## src/rtl/spi_seq_pkg.sv

```systemverilog
// Shared types and constants for the SPI burst sequencer.
package spi_seq_pkg;

  typedef enum logic [1:0] {
    IDLE = 2'd0,
    LOAD = 2'd1,
    XFER = 2'd2,
    DONE = 2'd3
  } seq_state_e;

  localparam logic [1:0] ERR_UNDERFLOW = 2'b01;
  localparam logic [1:0] ERR_TIMEOUT   = 2'b10;

  localparam int unsigned MAX_BURST = 8;

endpackage

```

## src/rtl/spi_burst_sequencer_if.sv

```systemverilog
// Byte-level handshake between the burst sequencer and the downstream spi_master.
interface spi_burst_sequencer_if;

  logic [7:0] m_tx_data;
  logic       m_tx_vd;
  logic       m_tx_ready;
  logic [7:0] m_rx_data;
  logic       m_rx_valid;

  // Sequencer side: drives the transaction, consumes the master's pulses.
  modport master (
    output m_tx_data,
    output m_tx_vd,
    input  m_tx_ready,
    input  m_rx_data,
    input  m_rx_valid
  );

  // spi_master side.
  modport slave (
    input  m_tx_data,
    input  m_tx_vd,
    output m_tx_ready,
    output m_rx_data,
    output m_rx_valid
  );

endinterface

```

## src/rtl/spi_byte_fifo.sv

```systemverilog
// Synchronous 8-bit first-word-fall-through FIFO; the head is visible on rd_data_o.
module spi_byte_fifo #(
  parameter int unsigned DEPTH = 8
) (
  input  logic                     clk_i,
  input  logic                     rst_ni,
  input  logic                     wr_en_i,
  input  logic [7:0]               wr_data_i,
  input  logic                     rd_en_i,
  output logic [7:0]               rd_data_o,
  output logic                     full_o,
  output logic                     empty_o,
  output logic [$clog2(DEPTH):0]   level_o
);

  localparam int unsigned PtrW = $clog2(DEPTH);
  localparam int unsigned LvlW = PtrW + 1;

  logic [7:0]      mem_q [DEPTH];
  logic [PtrW-1:0] wr_ptr_q, rd_ptr_q;
  logic [LvlW-1:0] level_q, level_d;
  logic            push, pop;

  assign full_o  = (level_q == LvlW'(DEPTH));
  assign empty_o = (level_q == '0);
  assign level_o = level_q;
  assign push    = wr_en_i & ~full_o;
  assign pop     = rd_en_i & ~empty_o;

  // Empty FIFO reads as zero so the head output has a defined reset value.
  assign rd_data_o = empty_o ? 8'h00 : mem_q[rd_ptr_q];

  // Occupancy: simultaneous push and pop leave it unchanged.
  always_comb begin
    level_d = level_q;
    if (push && !pop) begin
      level_d = level_q + LvlW'(1);
    end else if (pop && !push) begin
      level_d = level_q - LvlW'(1);
    end
  end

  // Storage array, no reset needed.
  always_ff @(posedge clk_i) begin
    if (push) begin
      mem_q[wr_ptr_q] <= wr_data_i;
    end
  end

  // Pointers and occupancy.
  always_ff @(posedge clk_i or negedge rst_ni) begin
    if (!rst_ni) begin
      wr_ptr_q <= '0;
      rd_ptr_q <= '0;
      level_q  <= '0;
    end else begin
      if (push) wr_ptr_q <= wr_ptr_q + PtrW'(1);
      if (pop)  rd_ptr_q <= rd_ptr_q + PtrW'(1);
      level_q <= level_d;
    end
  end

endmodule

```

## src/rtl/spi_burst_sequencer.sv

```systemverilog
// Buffers host TX bytes and runs 1..8 byte bursts against spi_master, collecting RX bytes.
module spi_burst_sequencer
  import spi_seq_pkg::*;
#(
  parameter int unsigned FIFO_DEPTH  = 8,
  parameter int unsigned TIMEOUT_CYC = 1024
) (
  input  logic                         sys_clk,
  input  logic                         sys_rst,
  input  logic                         i_wr_en,
  input  logic [7:0]                   i_wr_data,
  input  logic                         i_start,
  input  logic [2:0]                   i_len,
  input  logic                         i_rd_en,
  output logic [7:0]                   o_rd_data,
  output logic                         o_tx_full,
  output logic [$clog2(FIFO_DEPTH):0]  o_tx_level,
  output logic                         o_rx_empty,
  output logic                         o_busy,
  output logic                         o_done,
  output logic                         o_err,
  output logic [1:0]                   o_err_code,
  output logic                         o_rx_ovf,
  spi_burst_sequencer_if.master        m_if
);

  localparam int unsigned LvlW = $clog2(FIFO_DEPTH) + 1;
  localparam int unsigned CntW = $clog2(MAX_BURST) + 1;
  localparam int unsigned TmoW = (TIMEOUT_CYC > 1) ? $clog2(TIMEOUT_CYC) : 1;
  localparam logic [TmoW-1:0] TmoMax = TmoW'(TIMEOUT_CYC - 1);

  seq_state_e      state_q, state_d;
  logic [2:0]      len_q, len_d;
  logic [CntW-1:0] sent_q, sent_d;
  logic [CntW-1:0] rxc_q, rxc_d;
  logic [TmoW-1:0] tmo_q, tmo_d;
  logic [7:0]      tx_data_q, tx_data_d;
  logic            tx_vd_q, tx_vd_d;
  logic            err_q, err_d;
  logic [1:0]      code_q, code_d;
  logic            ovf_q, ovf_d;

  logic            tx_pop, rx_push;
  logic [7:0]      tx_rdata;
  logic            tx_empty, rx_full;
  logic [LvlW-1:0] need;
  logic [LvlW-1:0] unused_rx_level;

  assign need = LvlW'(i_len) + LvlW'(1);

  spi_byte_fifo #(.DEPTH(FIFO_DEPTH)) u_tx_fifo (
    .clk_i     (sys_clk),
    .rst_ni    (sys_rst),
    .wr_en_i   (i_wr_en),
    .wr_data_i (i_wr_data),
    .rd_en_i   (tx_pop),
    .rd_data_o (tx_rdata),
    .full_o    (o_tx_full),
    .empty_o   (tx_empty),
    .level_o   (o_tx_level)
  );

  spi_byte_fifo #(.DEPTH(FIFO_DEPTH)) u_rx_fifo (
    .clk_i     (sys_clk),
    .rst_ni    (sys_rst),
    .wr_en_i   (rx_push),
    .wr_data_i (m_if.m_rx_data),
    .rd_en_i   (i_rd_en),
    .rd_data_o (o_rd_data),
    .full_o    (rx_full),
    .empty_o   (o_rx_empty),
    .level_o   (unused_rx_level)
  );

  // Burst FSM: next state, counters, FIFO pops/pushes and status pulses.
  always_comb begin
    state_d   = state_q;
    len_d     = len_q;
    sent_d    = sent_q;
    rxc_d     = rxc_q;
    tmo_d     = tmo_q;
    tx_data_d = tx_data_q;
    tx_vd_d   = tx_vd_q;
    err_d     = 1'b0;
    code_d    = code_q;
    ovf_d     = ovf_q;
    tx_pop    = 1'b0;
    rx_push   = 1'b0;
    unique case (state_q)
      IDLE: begin
        if (i_start) begin
          if (o_tx_level >= need) begin
            len_d   = i_len;
            state_d = LOAD;
          end else begin
            err_d  = 1'b1;
            code_d = ERR_UNDERFLOW;
          end
        end
      end
      LOAD: begin
        tx_pop    = 1'b1;
        tx_data_d = tx_rdata;
        sent_d    = CntW'(1);
        rxc_d     = '0;
        tmo_d     = '0;
        tx_vd_d   = 1'b1;
        state_d   = XFER;
      end
      XFER: begin
        // Once every byte of the burst is out, further ready pulses leave the data alone.
        if (m_if.m_tx_ready && (sent_q <= {1'b0, len_q}) && !tx_empty) begin
          tx_pop    = 1'b1;
          tx_data_d = tx_rdata;
          sent_d    = sent_q + CntW'(1);
        end
        if (m_if.m_rx_valid) begin
          // A dropped byte still counts so the burst always terminates.
          if (rx_full) begin
            ovf_d = 1'b1;
          end else begin
            rx_push = 1'b1;
          end
          rxc_d = rxc_q + CntW'(1);
          tmo_d = '0;
          if (rxc_q == {1'b0, len_q}) begin
            tx_vd_d = 1'b0;
            state_d = DONE;
          end
        end else if (tmo_q == TmoMax) begin
          tx_vd_d = 1'b0;
          err_d   = 1'b1;
          code_d  = ERR_TIMEOUT;
          state_d = IDLE;
        end else begin
          tmo_d = tmo_q + TmoW'(1);
        end
      end
      DONE: begin
        state_d = IDLE;
      end
      default: begin
        state_d = IDLE;
      end
    endcase
  end

  // State and datapath registers.
  always_ff @(posedge sys_clk or negedge sys_rst) begin
    if (!sys_rst) begin
      state_q   <= IDLE;
      len_q     <= '0;
      sent_q    <= '0;
      rxc_q     <= '0;
      tmo_q     <= '0;
      tx_data_q <= '0;
      tx_vd_q   <= 1'b0;
      err_q     <= 1'b0;
      code_q    <= '0;
      ovf_q     <= 1'b0;
    end else begin
      state_q   <= state_d;
      len_q     <= len_d;
      sent_q    <= sent_d;
      rxc_q     <= rxc_d;
      tmo_q     <= tmo_d;
      tx_data_q <= tx_data_d;
      tx_vd_q   <= tx_vd_d;
      err_q     <= err_d;
      code_q    <= code_d;
      ovf_q     <= ovf_d;
    end
  end

  assign o_busy         = (state_q != IDLE);
  assign o_done         = (state_q == DONE);
  assign o_err          = err_q;
  assign o_err_code     = code_q;
  assign o_rx_ovf       = ovf_q;
  assign m_if.m_tx_data = tx_data_q;
  assign m_if.m_tx_vd   = tx_vd_q;

endmodule

```

## src/flat_wrapper.sv

```systemverilog
// flat-port wrapper written by rule: the top's interface ports become plain ports
module spi_burst_sequencer_flat import spi_seq_pkg::*;
#(
  parameter int unsigned FIFO_DEPTH  = 8,
  parameter int unsigned TIMEOUT_CYC = 1024
)
  (sys_clk, sys_rst, i_wr_en, i_wr_data, i_start, i_len, i_rd_en, o_rd_data, o_tx_full, o_tx_level, o_rx_empty, o_busy, o_done, o_err, o_err_code, o_rx_ovf, m_if_m_tx_data, m_if_m_tx_vd, m_if_m_tx_ready, m_if_m_rx_data, m_if_m_rx_valid);
  spi_burst_sequencer_if m_if_i ();
  input  logic sys_clk;
  input  logic sys_rst;
  input  logic i_wr_en;
  input  logic [7:0] i_wr_data;
  input  logic i_start;
  input  logic [2:0] i_len;
  input  logic i_rd_en;
  output logic [7:0] o_rd_data;
  output logic o_tx_full;
  output logic [$clog2(FIFO_DEPTH):0] o_tx_level;
  output logic o_rx_empty;
  output logic o_busy;
  output logic o_done;
  output logic o_err;
  output logic [1:0] o_err_code;
  output logic o_rx_ovf;
  output wire logic [$bits(m_if_i.m_tx_data)-1:0] m_if_m_tx_data;
  output wire logic [$bits(m_if_i.m_tx_vd)-1:0] m_if_m_tx_vd;
  input wire logic [$bits(m_if_i.m_tx_ready)-1:0] m_if_m_tx_ready;
  input wire logic [$bits(m_if_i.m_rx_data)-1:0] m_if_m_rx_data;
  input wire logic [$bits(m_if_i.m_rx_valid)-1:0] m_if_m_rx_valid;
  assign m_if_m_tx_data = m_if_i.m_tx_data;
  assign m_if_m_tx_vd = m_if_i.m_tx_vd;
  assign m_if_i.m_tx_ready = m_if_m_tx_ready;
  assign m_if_i.m_rx_data = m_if_m_rx_data;
  assign m_if_i.m_rx_valid = m_if_m_rx_valid;
  spi_burst_sequencer #(.FIFO_DEPTH(FIFO_DEPTH), .TIMEOUT_CYC(TIMEOUT_CYC)) u_core (.sys_clk(sys_clk), .sys_rst(sys_rst), .i_wr_en(i_wr_en), .i_wr_data(i_wr_data), .i_start(i_start), .i_len(i_len), .i_rd_en(i_rd_en), .o_rd_data(o_rd_data), .o_tx_full(o_tx_full), .o_tx_level(o_tx_level), .o_rx_empty(o_rx_empty), .o_busy(o_busy), .o_done(o_done), .o_err(o_err), .o_err_code(o_err_code), .o_rx_ovf(o_rx_ovf), .m_if(m_if_i));
endmodule
```

## config.mk

```make
export PLATFORM = sky130hd
export DESIGN_NAME = spi_burst_sequencer_flat
export DESIGN_NICKNAME = d
export VERILOG_FILES = /design/src/rtl/spi_seq_pkg.sv /design/src/rtl/spi_burst_sequencer_if.sv /design/src/rtl/spi_byte_fifo.sv /design/src/rtl/spi_burst_sequencer.sv /design/src/flat_wrapper.sv
export SDC_FILE = /design/constraint.sdc
export NUM_CORES = 1
export LEC_CHECK = 0
export ABC_AREA = 0
export BUFFER_PORTS_ARGS = -buffer_cell sky130_fd_sc_hd__buf_2
export CAP_MARGIN = 25
export CORE_MARGIN = 5
export CORE_UTILIZATION = 54
export DETAILED_ROUTE_END_ITERATION = 12
export PLACE_DENSITY = 0.75
export SYNTH_ARGS = -nofsm -noshare
export SYNTH_HDL_FRONTEND = slang
export SYNTH_SLANG_ARGS = --single-unit
```

## constraint.sdc

```tcl
create_clock -name sys_clk -period 2.61 [get_ports sys_clk]
set_input_delay 0.1305 -clock sys_clk [delete_from_list [all_inputs] [get_ports sys_clk]]
set_output_delay 0.1305 -clock sys_clk [all_outputs]
set_load 0.03 [all_outputs]
```

==> flow_summary.rst <==
.. list-table::
   :header-rows: 1

   * - Metric
     - Value
   * - Status
     - completed
   * - Fraction of final layout cells sized beyond drive strength 1
     - 0.2919
   * - Buffers on Ports
     - 54
   * - Synthesized netlist net count
     - 569
   * - DRC errors left
     - 0
   * - Cell types with the largest area share after synthesis
     - sky130_fd_sc_hd__edfxtp_1, sky130_fd_sc_hd__dfrtp_1, sky130_fd_sc_hd__mux4_2, sky130_fd_sc_hd__ha_1, sky130_fd_sc_hd__nand2_1
   * - Wire length of the first global-routing pass
     - 25,130 µm
   * - RSZ-0062 raised after global routing
     - true
   * - Final core utilization
     - 0.6608
   * - Arrival time at the worst endpoint
     - 2.90 ns
   * - Peak supply drop
     - 0.6767 mV
   * - Async S/R FF share, synth
     - 0.3043
   * - Top-level port count
     - 55
   * - Period utilisation layout
     - 0.9951
   * - Combined global-route utilization of all metal layers
     - 0.1964
   * - Commonest cells post-synth
     - sky130_fd_sc_hd__edfxtp_1, sky130_fd_sc_hd__dfrtp_1, sky130_fd_sc_hd__nand2_1
   * - Max-slew headroom
     - 0.4248
   * - Number of max-cap violations
     - 0
   * - Avg Synthesized Cell Area
     - 15.34 µm²
   * - Drt pass-1 iters
     - 4
   * - Detail Route Antenna Nets
     - 0
   * - Unique masters post-synth
     - 50
   * - Placement Cell Area
     - 0.008636 mm²
   * - Final setup fails
     - 0
   * - Share of the synthesized area in the top cell type
     - 0.4856
   * - Critical path type
     - flip-flop to flip-flop
   * - Clock net sink count
     - 184
   * - Smallest setup slack after layout
     - 0.01290 ns
   * - Power density over the cells
     - 1162 mW/mm²
   * - Largest net degree at the start of global routing
     - 24
   * - Clock input transition at the sequential cells of the worst setup and hold paths
     - 0.07 ns
   * - Most area-hungry cell type in the Yosys netlist
     - sky130_fd_sc_hd__edfxtp_1
   * - First-iteration detailed-routing DRC count
     - 343
   * - Via count of the routed design
     - 4,675
   * - Antenna violations before repair
     - 0
   * - P_leak
     - 3.738 nW
   * - Clock root buffer
     - sky130_fd_sc_hd__clkbuf_16
   * - Detailed placement HPWL
     - 10,000 µm
   * - Required time worst endpoint
     - 2.91 ns
   * - Final critical path time including I/O delays and setup
     - 2.597 ns
   * - Die boundary width
     - 131.1 µm
   * - Area of the placeable core
     - 0.01448 mm²
   * - Sequential fraction of the synthesis area
     - 0.6627
   * - Final #Nets
     - 692
   * - Crit path capture type
     - flip-flop
   * - Count of warnings emitted by yosys
     - 0
   * - Total standard cell area after synthesis
     - 0.007915 mm²
   * - Longest Clk Path Bufs
     - 2
   * - Actual transition at the worst max-transition pin
     - 0.8587 ns
   * - Register bit count reported by yosys
     - 184
   * - Final Cell Area
     - 0.009568 mm²
   * - Number of global-route vias before repair
     - 4,811
   * - Cell with the largest stage delay on the worst path
     - sky130_fd_sc_hd__dfrtp_1
   * - Ys flop type
     - sky130_fd_sc_hd__edfxtp_1
   * - Inst Count DP
     - 772
   * - Number of buffers inserted during clock tree synthesis
     - 17
   * - Vert. Die Dim
     - 131.1 µm
   * - Crit path largest cell delay
     - 0.40 ns
   * - Worst-Skew Late Latency
     - 0.42 ns
   * - Effective utilization at floorplan
     - 0.5467
   * - HP Class
     - input port to flip-flop
   * - H-tree lvl count
     - 4
   * - Area of the die
     - 0.01718 mm²
   * - Post-synth EDFFs
     - 128
   * - Upper clock frequency limit
     - 385.0 MHz
   * - Kind of start point of the critical path
     - flip-flop
   * - Standard-cell row count
     - 44
   * - Mapped Cells
     - 516
   * - Count of fill cells added during filler insertion
     - 973
   * - Wire length reported by the detailed router
     - 15,740 µm
   * - Layout Area Growth over Synthesis
     - 20.88%
   * - Library cell with the highest instance count after synthesis
     - sky130_fd_sc_hd__edfxtp_1
   * - GP Congestion
     - 0.7821
   * - Pre-CTS setup slack
     - -0.1267 ns
   * - Filler-free cell count of the finished design
     - 835
   * - Most common cell type on the critical path
     - sky130_fd_sc_hd__ha_4
   * - Highest net fanout along the worst path
     - 3
   * - Post-detailed-route wirelength per cell
     - 18.84 µm
   * - Number of max-slew violations in the final report
     - 0
   * - Via count normalized by instance count
     - 5.599
   * - Count of inserted antenna diode cells
     - 0
   * - Total congestion overflow after global routing
     - 0
   * - Setup total negative slack
     - 0 ns
   * - Max Clock Skew
     - 0.007764 ns
   * - Hold Fails Final Rpt
     - 0
   * - Clock tree from TritonCTS
     - yes
   * - Cell chain of the critical path
     - inv_2 > ha_4 > nor2b_4 > o311ai_4 > a21oi_2 > nor2_2 > inv_2 > ha_4 > inv_4 > ha_4 > a21o_1 > a21oi_2 > xnor2_1 > nor2_1 > xor2_1
==> cells by family (layout without fill, tap and decap cells) <==
family / count (synthesis) / after routing / share of synthesized area
flops: 184 / 184 / 0.6627
simple gates: 131 / 131 / 0.07951
fa+ha+maj: 27 / 27 / 0.04458
compound gates: 67 / 67 / 0.05549
mux: 49 / 49 / 0.1135
buf+inv: 36 / 171 / 0.01992
xor+xnor: 22 / 22 / 0.02434
==> sequential cells by signal (all words and copies together) (netlist names), 2 cells and up <==
name / cells
u_core.tmo_q: 10
u_core.u_rx_fifo.level_o: 4
u_core.o_err_code: 2
u_core.rxc_q: 4
u_core.u_tx_fifo.rd_ptr_q: 3
u_core.u_tx_fifo.level_o: 4
u_core.u_rx_fifo.wr_ptr_q: 3
u_core.u_tx_fifo.mem_q: 64
u_core.u_rx_fifo.mem_q: 64
u_core.u_tx_fifo.wr_ptr_q: 3
u_core.len_q: 3
u_core.u_rx_fifo.rd_ptr_q: 3
u_core.m_if.m_tx_data: 8
u_core.sent_q: 4
u_core.state_q: 2
==> cell usage in the layout (no fill, tap or decap), types with 12 or more instances in the layout <==
master,count
sky130_fd_sc_hd__dfrtp_1,56
sky130_fd_sc_hd__clkbuf_16,17
sky130_fd_sc_hd__xnor2_1,12
sky130_fd_sc_hd__inv_1,14
sky130_fd_sc_hd__mux4_2,32
sky130_fd_sc_hd__dlygate4sd3_1,21
sky130_fd_sc_hd__nor2_1,28
sky130_fd_sc_hd__buf_4,47
sky130_fd_sc_hd__ha_1,21
sky130_fd_sc_hd__o21ai_0,24
sky130_fd_sc_hd__buf_2,54
sky130_fd_sc_hd__edfxtp_1,128
sky130_fd_sc_hd__nand2_1,45
==> layer usage <==
layer  vias to the layer above  GRT usage  part of all wire
met2                        88     0.3447              0.54
met5                         -          0                 0
met1                      2357     0.2418              0.41
met4                         0    0.06655             0.018
li1                       2210          -                 -
met3                        20    0.04295             0.035
==> stage by stage <==
stage | hold slack (ns) | power [mW]
global placement | 0.1383 | 8.153
CTS | 0.01371 | 11.11
detailed placement | 0.1471 | 8.320
finish | 0.03205 | 11.12
floorplan | -0.1651 | 7.112
global route | 0.04515 | 11.75
==> layout make-up <==
type,count,area [µm²],share of cell area
clock inverters,14,147.6,0.01543
clock buffers,17,425.4,0.04446
inverters,18,70.07,0.007323
well taps,184,230.2,0.02406
multi-input cells,296,2616,0.2734
flip-flops and latches,184,5245,0.5482
repair buffers,122,833.3,0.08709
==> power breakdown <==
part | switching [mW] | leakage (nW) | internal, mW
registers | 0.513 | 1.86 | 3.68
logic | 2.36 | 1.60 | 2.04
clock network | 1.11 | 0.277 | 1.42
total | 3.99 | 3.74 | 7.13
==> what timing repair did <==
item | 4_1_cts | 5_1_grt
pin swaps | 3 | 8
gates resized for setup | 3 | 10
hold buffers | 21 | 0
endpoints found under the hold margin | 153 | 0
endpoints found under the setup margin | 2 | 5
buffers inserted | 11 | 2
==> path summary, 6_finish.rpt <==
| kind | endpoint | from | slack [ns] | cells after the start |
|---|---|---|---|---|
| setup reg to reg | u_core.u_tx_fifo.level_o[3] | u_core.len_q[1] | 0.01 | 15 |
| hold / removal | u_core.u_rx_fifo.rd_ptr_q[2] | i_rd_en | 0.03 | 3 |
| hold reg to reg | u_core.o_rx_ovf | u_core.o_rx_ovf | 0.47 | 1 |
| setup / recovery | u_core.u_tx_fifo.level_o[3] | u_core.len_q[1] | 0.01 | 15 |
| max in group asynchronous | u_core.rxc_q[1] | sys_rst | 1.70 | 3 |
| min in group asynchronous | u_core.tmo_q[4] | sys_rst | 0.22 | 2 |
==> critical path, delay by kind of cell (launching register included) <==
kind / cells / cell delay, ns
buf+inv: 3 / 0.21
flops: 1 / 0.40
xor+xnor: 2 / 0.26
simple gates: 3 / 0.36
compound gates: 4 / 0.70
fa+ha+maj: 3 / 0.56
Power figures use the tool's default switching activity.
